==> src/rtl/pdetect_pkg.sv <==
// pdetect_pkg: shared types and helpers for the stream pattern detector.
//   fill_state_e : history fill state (FILLING while fewer than DEPTH-1 beats are held,
//                  ARMED once the next valid beat can complete a match)
//   fill_w()     : width of the fill counter for a given pattern depth
// Optional feature macro used by this block: PDETECT_MASK_EN (per-bit compare mask).
package pdetect_pkg;

  typedef enum logic {
    FILLING = 1'b0,
    ARMED   = 1'b1
  } fill_state_e;

  function automatic int fill_w(input int depth);
    return (depth <= 2) ? 1 : $clog2(depth);
  endfunction

endpackage

==> src/rtl/pdetect_stream_if.sv <==
// pdetect_stream_if: stream, configuration and status signals of pdetect_stream.
//   i_valid / i_data            valid-qualified stream beat
//   i_cfg_we / i_cfg_pattern    pattern load strobe and value (oldest beat in MSBs)
//   i_cfg_mask                  compare mask, only when PDETECT_MASK_EN is defined
//   i_overlap / i_clr_cnt       overlap mode, match-counter clear
//   o_detected / o_match_cnt / o_armed  status from the detector
// master: the side driving the stream; slave: the detector.
interface pdetect_stream_if #(
  parameter int DATA_W = 8,
  parameter int DEPTH  = 4,
  parameter int CNT_W  = 16
);
  logic                    i_valid;
  logic [DATA_W-1:0]       i_data;
  logic                    i_cfg_we;
  logic [DEPTH*DATA_W-1:0] i_cfg_pattern;
`ifdef PDETECT_MASK_EN
  logic [DEPTH*DATA_W-1:0] i_cfg_mask;
`endif
  logic                    i_overlap;
  logic                    i_clr_cnt;
  logic                    o_detected;
  logic [CNT_W-1:0]        o_match_cnt;
  logic                    o_armed;

  modport master (
`ifdef PDETECT_MASK_EN
    output i_cfg_mask,
`endif
    output i_valid, i_data, i_cfg_we, i_cfg_pattern, i_overlap, i_clr_cnt,
    input  o_detected, o_match_cnt, o_armed
  );

  modport slave (
`ifdef PDETECT_MASK_EN
    input  i_cfg_mask,
`endif
    input  i_valid, i_data, i_cfg_we, i_cfg_pattern, i_overlap, i_clr_cnt,
    output o_detected, o_match_cnt, o_armed
  );

endinterface

==> src/rtl/pdetect_shreg.sv <==
// pdetect_shreg: valid-gated history shift register for the pattern detector.
// Holds the last DEPTH-1 beats; the beat arriving this cycle completes the
// DEPTH-beat candidate in the parent, so it is not stored here yet.
//   i_clk, i_rst   clock, synchronous active-high reset (history -> 0)
//   i_valid        shift i_data in this cycle
//   i_data         incoming beat
//   o_history      flat history, oldest beat in MSBs
module pdetect_shreg #(
  parameter int DATA_W = 8,
  parameter int DEPTH  = 4
) (
  input  logic                        i_clk,
  input  logic                        i_rst,
  input  logic                        i_valid,
  input  logic [DATA_W-1:0]           i_data,
  output logic [(DEPTH-1)*DATA_W-1:0] o_history
);

  logic [(DEPTH-1)*DATA_W-1:0] hist_q;

  generate
    if (DEPTH == 2) begin : g_single
      always_ff @(posedge i_clk) begin
        if (i_rst)        hist_q <= '0;
        else if (i_valid) hist_q <= i_data;
      end
    end else begin : g_multi
      always_ff @(posedge i_clk) begin
        if (i_rst)        hist_q <= '0;
        else if (i_valid) hist_q <= {hist_q[(DEPTH-2)*DATA_W-1:0], i_data};
      end
    end
  endgenerate

  assign o_history = hist_q;

endmodule

==> src/rtl/pdetect_stream.sv <==
// pdetect_stream: runtime-loadable DEPTH-beat pattern detector on a valid-qualified
// DATA_W-bit stream (framing / sync-word finder). Pulses o_detected one cycle after
// the beat that completes a match and keeps a saturating match count.
//   i_clk, i_rst   clock, synchronous active-high reset
//   bus            pdetect_stream_if.slave (stream, config, status)
// Build option: PDETECT_MASK_EN adds i_cfg_mask and a mask register; a mask bit of 0
// makes that pattern bit don't-care. Without it the compare is exact.
module pdetect_stream
  import pdetect_pkg::*;
#(
  parameter int                          DATA_W      = 8,
  parameter int                          DEPTH       = 4,
  parameter int                          CNT_W       = 16,
  parameter logic [DEPTH*DATA_W-1:0]     PATTERN_RST = 32'h0A0B0C0D
) (
  input  logic           i_clk,
  input  logic           i_rst,
  pdetect_stream_if.slave bus
);

  localparam int PW = DEPTH * DATA_W;
  localparam int HW = (DEPTH - 1) * DATA_W;
  localparam int FW = fill_w(DEPTH);
  localparam logic [CNT_W-1:0] CNT_MAX = '1;

  logic [HW-1:0]    history;
  logic [PW-1:0]    cand;
  logic [PW-1:0]    pattern_q;
`ifdef PDETECT_MASK_EN
  logic [PW-1:0]    mask_q;
`endif
  fill_state_e      state_q;
  logic [FW-1:0]    fill_q;
  logic             detected_q;
  logic [CNT_W-1:0] cnt_q;
  logic             cmp;
  logic             hit;

  pdetect_shreg #(
    .DATA_W (DATA_W),
    .DEPTH  (DEPTH)
  ) u_shreg (
    .i_clk     (i_clk),
    .i_rst     (i_rst),
    .i_valid   (bus.i_valid),
    .i_data    (bus.i_data),
    .o_history (history)
  );

  assign cand = {history, bus.i_data};

`ifdef PDETECT_MASK_EN
  assign cmp = (((cand ^ pattern_q) & mask_q) == '0);
`else
  assign cmp = (cand == pattern_q);
`endif

  // Requiring ARMED keeps the zeroed post-reset history from matching an all-zero
  // pattern; a config write suppresses the compare against the outgoing pattern.
  assign hit = bus.i_valid && (state_q == ARMED) && cmp && !bus.i_cfg_we;

  always_ff @(posedge i_clk) begin
    if (i_rst) begin
      pattern_q  <= PATTERN_RST;
`ifdef PDETECT_MASK_EN
      mask_q     <= '1;
`endif
      state_q    <= FILLING;
      fill_q     <= '0;
      detected_q <= 1'b0;
      cnt_q      <= '0;
    end else begin
      detected_q <= hit;

      if (bus.i_clr_cnt)
        cnt_q <= hit ? CNT_W'(1) : '0;
      else if (hit && (cnt_q != CNT_MAX))
        cnt_q <= cnt_q + CNT_W'(1);

      // A beat shifted in during a config write is kept in history but does not
      // count toward fill, so the new pattern always needs DEPTH fresh beats.
      if (bus.i_cfg_we) begin
        pattern_q <= bus.i_cfg_pattern;
`ifdef PDETECT_MASK_EN
        mask_q    <= bus.i_cfg_mask;
`endif
        state_q   <= FILLING;
        fill_q    <= '0;
      end else if (hit && !bus.i_overlap) begin
        state_q <= FILLING;
        fill_q  <= '0;
      end else if (bus.i_valid && (state_q == FILLING)) begin
        if (fill_q == FW'(DEPTH - 2))
          state_q <= ARMED;
        fill_q <= fill_q + FW'(1);
      end
    end
  end

  assign bus.o_detected  = detected_q;
  assign bus.o_match_cnt = cnt_q;
  assign bus.o_armed     = (state_q == ARMED);

endmodule

==> src/flat_wrapper.sv <==
// flat-port wrapper written by rule: the top's interface ports become plain ports
module pdetect_stream_flat import pdetect_pkg::*;
#(
  parameter int                          DATA_W      = 8,
  parameter int                          DEPTH       = 4,
  parameter int                          CNT_W       = 16,
  parameter logic [DEPTH*DATA_W-1:0]     PATTERN_RST = 32'h0A0B0C0D
)
  (i_clk, i_rst, bus_i_valid, bus_i_data, bus_i_cfg_we, bus_i_cfg_pattern, bus_i_overlap, bus_i_clr_cnt, bus_o_detected, bus_o_match_cnt, bus_o_armed);
  pdetect_stream_if #(.DATA_W(DATA_W), .DEPTH(DEPTH), .CNT_W(CNT_W)) bus_i ();
  input  logic i_clk;
  input  logic i_rst;
  input wire logic [$bits(bus_i.i_valid)-1:0] bus_i_valid;
  input wire logic [$bits(bus_i.i_data)-1:0] bus_i_data;
  input wire logic [$bits(bus_i.i_cfg_we)-1:0] bus_i_cfg_we;
  input wire logic [$bits(bus_i.i_cfg_pattern)-1:0] bus_i_cfg_pattern;
  input wire logic [$bits(bus_i.i_overlap)-1:0] bus_i_overlap;
  input wire logic [$bits(bus_i.i_clr_cnt)-1:0] bus_i_clr_cnt;
  output wire logic [$bits(bus_i.o_detected)-1:0] bus_o_detected;
  output wire logic [$bits(bus_i.o_match_cnt)-1:0] bus_o_match_cnt;
  output wire logic [$bits(bus_i.o_armed)-1:0] bus_o_armed;
  assign bus_i.i_valid = bus_i_valid;
  assign bus_i.i_data = bus_i_data;
  assign bus_i.i_cfg_we = bus_i_cfg_we;
  assign bus_i.i_cfg_pattern = bus_i_cfg_pattern;
  assign bus_i.i_overlap = bus_i_overlap;
  assign bus_i.i_clr_cnt = bus_i_clr_cnt;
  assign bus_o_detected = bus_i.o_detected;
  assign bus_o_match_cnt = bus_i.o_match_cnt;
  assign bus_o_armed = bus_i.o_armed;
  pdetect_stream #(.DATA_W(DATA_W), .DEPTH(DEPTH), .CNT_W(CNT_W), .PATTERN_RST(PATTERN_RST)) u_core (.i_clk(i_clk), .i_rst(i_rst), .bus(bus_i));
endmodule
==> config.mk <==
export PLATFORM = sky130hd
export DESIGN_NAME = pdetect_stream_flat
export DESIGN_NICKNAME = d
export VERILOG_FILES = /design/src/rtl/pdetect_pkg.sv /design/src/rtl/pdetect_stream_if.sv /design/src/rtl/pdetect_shreg.sv /design/src/rtl/pdetect_stream.sv /design/src/flat_wrapper.sv
export SDC_FILE = /design/constraint.sdc
export NUM_CORES = 1
export LEC_CHECK = 0
export CAP_MARGIN = 20
export CORE_MARGIN = 3
export CORE_UTILIZATION = 47
export DETAILED_ROUTE_END_ITERATION = 16
export PLACE_DENSITY = 0.79
export SYNTH_ARGS = -nofsm -noshare
export SYNTH_HDL_FRONTEND = slang
export SYNTH_SLANG_ARGS = --single-unit
==> constraint.sdc <==
create_clock -name i_clk -period 2.21 [get_ports i_clk]
set_input_delay 0.442 -clock i_clk [delete_from_list [all_inputs] [get_ports i_clk]]
set_output_delay 0.442 -clock i_clk [all_outputs]
set_load 0.01 [all_outputs]
Yosys cells after proc, flatten, opt, wreduce, memory -nomap -nowiden
Index checks and enable logic that the tools add are counted.
{"block": "classes", "add_sub_neg": 2, "n_eq_ne": 3, "mux": 3, "bitwise_logic": 1, "n_reduce_logical": 11}
{"cell": "32-bit == test", "count": 1}
{"cell": "16-bit two-way mux", "count": 2}
{"cell": "16-bit by 1-bit adder with 16-bit output (second input constant)", "count": 1}
{"cell": "16-bit inequality test (second input constant)", "count": 1}
{"cell": "1-bit logical AND", "count": 6}
{"cell": "3-bit OR reduction", "count": 1}
{"cell": "2-bit by 1-bit adder with 2-bit output (second input constant)", "count": 1}
{"cell": "2-bit == test (second input constant)", "count": 1}
{"cell": "1-bit zero test", "count": 2}
{"cell": "2-bit AND reduction", "count": 1}
{"cell": "2-bit nonzero test", "count": 1}
{"cell": "1-bit two-way mux", "count": 1}
{"cell": "1-bit NOT", "count": 1}
{"block": "word_totals", "regBits": 76, "inputBits": 46, "out_inout_bits": 18, "wordCells": 26}

Logic depth before layout (Yosys ltp)
{"block": "depth", "depth_word": 6, "ltp_mapped": 8, "ltp_nobuf": 6}

By module
A second synthesis with hierarchy kept.
{"block": "unflattened", "cells_unflattened": 340, "hier_area_um2": 3283.1}
{"mod": "pdetect_stream", "instances": 1, "cells_per_inst": 263, "area_each_um2": 2413.6, "seq_area_each_um2": 1041.0}
{"mod": "pdetect_shreg", "instances": 1, "cells_per_inst": 77, "area_each_um2": 869.6, "seq_area_each_um2": 480.5}

Worst setup path after synthesis
No wires, ideal clock.
{"block": "synth_path", "path_kind": "in2reg", "start": "input bus_i_data[6]", "end": "register u_core.cnt_q[9] (netlist: u_core.bus.o_match_cnt[9])", "setup_time_ps": 70, "arrival_ps": 2040, "setup_slack_ps": 100, "stages": 7, "path_cell_list": "xor2_1 nor4_2 nand4_2 buf_6 or3_1 or3_1 a21oi_1"}
{"block": "synth_via", "elab_chain_cells": 5}
{"item": "from (decl)", "line_no": "flat_wrapper.sv:14", "text": "input wire logic [$bits(bus_i.i_data)-1:0] bus_i_data;"}
{"item": "32-bit == test", "line_no": "pdetect_stream.sv:55", "text": "assign cmp = (cand == pattern_q);"}
{"item": "1-bit logical AND (2 in series)", "line_no": "pdetect_stream.sv:60", "text": "assign hit = bus.i_valid && (state_q == ARMED) && cmp && !bus.i_cfg_we;"}
{"item": "1-bit logical AND", "line_no": "pdetect_stream.sv:77", "text": "else if (hit && (cnt_q != CNT_MAX))"}
{"item": "2-bit nonzero test (no source line)"}
{"item": "to (signal assigned)", "line_no": "pdetect_stream.sv:76", "text": "cnt_q <= hit ? CNT_W'(1) : '0;"}
{"item": "to (signal assigned)", "line_no": "pdetect_stream.sv:78", "text": "cnt_q <= cnt_q + CNT_W'(1);"}
{"item": "to (decl)", "line_no": "pdetect_stream.sv:35", "text": "logic [CNT_W-1:0] cnt_q;"}
Every way passes these cells.
A chain may end at the register's enable or synchronous reset.

Worst setup path after layout
Ends and elaborated chain as after synthesis.

==> summary.txt <==
Critical path
  • Crit Path Category: in -> reg
  • Kind of capture point of the worst setup path: register
  • CP max stage cell: or3_1
  • Most used cell, CP: or3_1
  • Reg2Reg Depth: 7
  • Worst Path Buf+Inv: 2
  • Sequence of cells on the critical path: dlygate4sd2_1 -> xor2_2 -> nor4_4 -> nand4_4 -> buf_4 -> or3_1 -> or3_1 -> a21oi_1
  • Delay-heaviest family, CP: simple AND/OR/NAND/NOR gates
  • Reg2reg end: u_core.bus.o_match_cnt[9]
  • Required time worst endpoint: 2.49 ns
  • Reg2reg start: u_core.u_shreg.o_history[9]
  • Crit path largest cell delay: 0.38 ns
  • Setup slack, reg-to-reg: 0.06 ns
  • Critical path arrival: 2.45 ns
  • Crit Path Max Fanout: 5
  • Crit path launch type: input pin

Pwr
  • Pint: 2.186 mW
  • Pleak: 1.765 nW
  • Comb pwr share: 11.8%
  • Cell Pwr Density: 627.7 nW/um2
  • Switch share: 24.01%
  • Worst IR drop on VDD: 0.5424 mV
  • Sequential share of power: 51.1%
  • Net Sw Power: 0.6906 mW
  • Clock power frac: 37.1%

Placement
  • GPL Wtd Cong: 0.8510
  • Post-Place Setup Slack: -0.5877 ns
  • I/O Buffers: 63
  • Post-DP HPWL: 5.573 mm

Cells and area
  • Most frequent cells in the layout: dfxtp_1 (71), clkdlybuf4s50_1 (54), nor2_1 (52)
  • Layout Nets: 479
  • # diodes: 0
  • Share of post-route cells with drive strength above 1: 15.60%
  • Commonest non-fill, non-tap cell in the layout: dfxtp_1
  • Fillers: 556
  • Area delta synth->final: 35.17%

Global route
  • First-pass GRT wire length: 12.83 mm
  • Number of global-route vias before repair: 2758
  • Total grt overflow: 0
  • Largest net degree at the start of global routing: 46
  • Tot GR Track Use: 19.08%
  • Initial antenna violation count: 0

Synthesis
  • Synth Area in XOR/XNOR: 8.524%
  • Synthesized area: 3391 um2
  • Sequential area share after synthesis: 44.87%
  • Compound-gate portion of the synthesized area: 7.269%
  • Net Count, Synth: 405
  • Adder-Cell Fraction of Synth Area: 0.7380%
  • Average size of a mapped cell: 9.498 um2
  • Main combinational cell family by area after synthesis: simple AND/OR/NAND/NOR gates
  • Netlist cell types: 36
  • Cells after Synth: 357
  • Multiplexer area fraction after synthesis: 14.17%
  • Yosys warning count: 0
  • Flops & latches, synth: 76
  • Synth Area in Simple Gates: 21.70%

Status
  • Run status: completed

Drt
  • Vias: 2882
  • # DRC: 0
  • Routed vias/inst: 5.417
  • Routed length on met3: 450 um
  • Routed len/inst: 14.92 um
  • Drt total wl: 7.936 mm
  • Antenna viol nets, final: 0
  • DR top layer: met4
  • Metal2 WL: 4.115 mm
  • Drt first-iter violations: 147
  • Wl on met1: 3.240 mm
  • Initial DRT Pass Iterations: 5

Floorplanning
  • Row cnt: 30
  • I/O Pins: 64
  • Core ar.: 6907 um2
  • Initial Utilization: 49.09%
  • Die Area: 8269 um2
  • Die X: 90.94 um
  • Die Y: 90.94 um

STA
  • Slew headroom: 59.85%
  • Worst Skew: 0.004647 ns
  • Setup TNS: 0 ns
  • Worst-margin pin slew: 0.6023 ns
  • Setup ws final: 0.03781 ns
  • Tmin final: 2.172 ns
  • Final hold vios: 0
  • Final setup fails: 0
  • Unrepaired setup endpoints after global routing: yes
  • Slew Limit Fails: 0
  • Period utilization: 98.29%
  • Fmax achieved: 460.4 MHz

CTS
  • CTS tree: built
  • TritonCTS Buffers: 9
  • H-tree depth: 3
  • Root cell of the clock tree: clkbuf_8
  • Clock slew at reported path FFs: 0.07 ns
  • Bufs on Longest Clock Path: 2
  • Worst skew pair latency: 0.34 ns
  • CTS Sinks: 76
  • Post-CTS Hold Buffers: 0

Hold path
  • Hold EP: u_core.u_shreg.o_history[7]
  • Hold crit path type: in -> reg
  • Min-delay src: bus_i_data[7]
  • Hold Path Depth: 3

Flow run
  • Max Cap Viol: 0
[what timing repair did]
item	4_1_cts	5_1_grt
setup endpoints to repair	17	18
cloned	1	0
pin swaps	10	16
hold endpoints to repair	0	0
setup buffers	2	2
gates resized for setup	13	28
[cell usage after synthesis (all sizes together)]
master,n,area share [%]
nand4,9,1.8
buf,8,1.2
or3b,1,0.26
nor4b,1,0.26
nand3,4,0.59
or2,1,0.18
a211o,10,2.6
xor2,13,3.4
a21oi,13,1.9
and3,3,0.55
inv,1,0.11
ha,2,0.74
or3,17,3.1
nor3,3,0.44
o31ai,3,0.66
o21bai,1,0.22
dfxtp,76,45
nor2,53,5.9
and4,2,0.52
or4,7,1.5
nand2,13,1.4
o32ai,1,0.26
o211ai,2,0.44
xnor2,20,5.2
nand3b,2,0.44
o21ai,8,1.2
nand2b,1,0.18
nor2b,10,1.8
mux2i,48,14
clkbuf,13,1.4
and2,1,0.18
nor4,10,2.4
[flip-flops by register name, indices dropped and copies added (netlist names)]
register	count
u_core.bus.o_match_cnt	16
u_core.u_shreg.o_history	24
u_core.bus.o_armed	1
u_core.pattern_q	32
u_core.fill_q	2
u_core.bus.o_detected	1
[routing by layer]
layer	vias to the layer above	GRT usage (%)
met5	-	0
met4	0	5.905
met3	14	5.634
met2	93	33.78
met1	1369	22.06
li1	1406	-
[power groups by stage]
stage	Clock (mW)	Sequential, mW	Combinational, mW
2_1_floorplan	0	1.48	0.191
3_3_place_gp	0	1.49	0.310
5_1_grt	1.14	1.48	0.370
4_1_cts	1.08	1.47	0.320
3_5_place_dp	0	1.50	0.318
6_report	1.07	1.47	0.338
[worst max path at each step]
stage | to | from | slack [ns] | cells after the start
after floorplan | u_core.bus.o_match_cnt[9] | bus_i_data[6] | 0.1 | 7
after global placement | u_core.bus.o_match_cnt[10] | bus_i_data[6] | -0.52 | 7
after detailed placement | u_core.bus.o_match_cnt[8] | bus_i_data[1] | -0.59 | 7
after CTS | u_core.bus.o_match_cnt[3] | bus_i_data[0] | 0.01 | 8
after global routing | u_core.bus.o_match_cnt[9] | bus_i_data[6] | -0.04 | 8
final | u_core.bus.o_match_cnt[9] | bus_i_data[6] | 0.04 | 8
[per-stage QoR]
stage          util [%]  area [um2]  cells  hold WS, ns  total power, mW
2_1_floorplan         -        3391    357       0.4807            1.676
5_1_grt           66.36        4583    532       0.4566            2.990
6_report          66.36        4583    532       0.4358            2.877
4_1_cts           64.15        4431    530       0.4292            2.870
3_5_place_dp      60.45        4175    511       0.4871            1.815
3_3_place_gp      60.45        4175    511       0.4773            1.804
[final cells by class]
class / count / area (um2) / area share [%]
clock buffer: 12 / 155.1 / 3.385
clock inverter: 4 / 47.55 / 1.037
inverter: 1 / 3.754 / 0.08190
multi-input combinational: 259 / 1931 / 42.12
sequential: 76 / 1530 / 33.39
tap: 96 / 120.1 / 2.621
timing repair buffer: 84 / 795.8 / 17.36
[tightest hold or removal path: stages]
cell,delay [ns]
dlymetal6s2s_1,0.14
mux2i_1,0.09
nor2_1,0.07
[cells by family after synthesis]
logic type	count (synthesis)
XOR/XNOR	33
flip-flops	76
AO/OA/AOI/OAI	38
adder cells (fa/ha/maj)	2
buffers and inverters	22
AND/OR/NAND/NOR	138
multiplexers	48
Power figures use the tool's default switching activity.
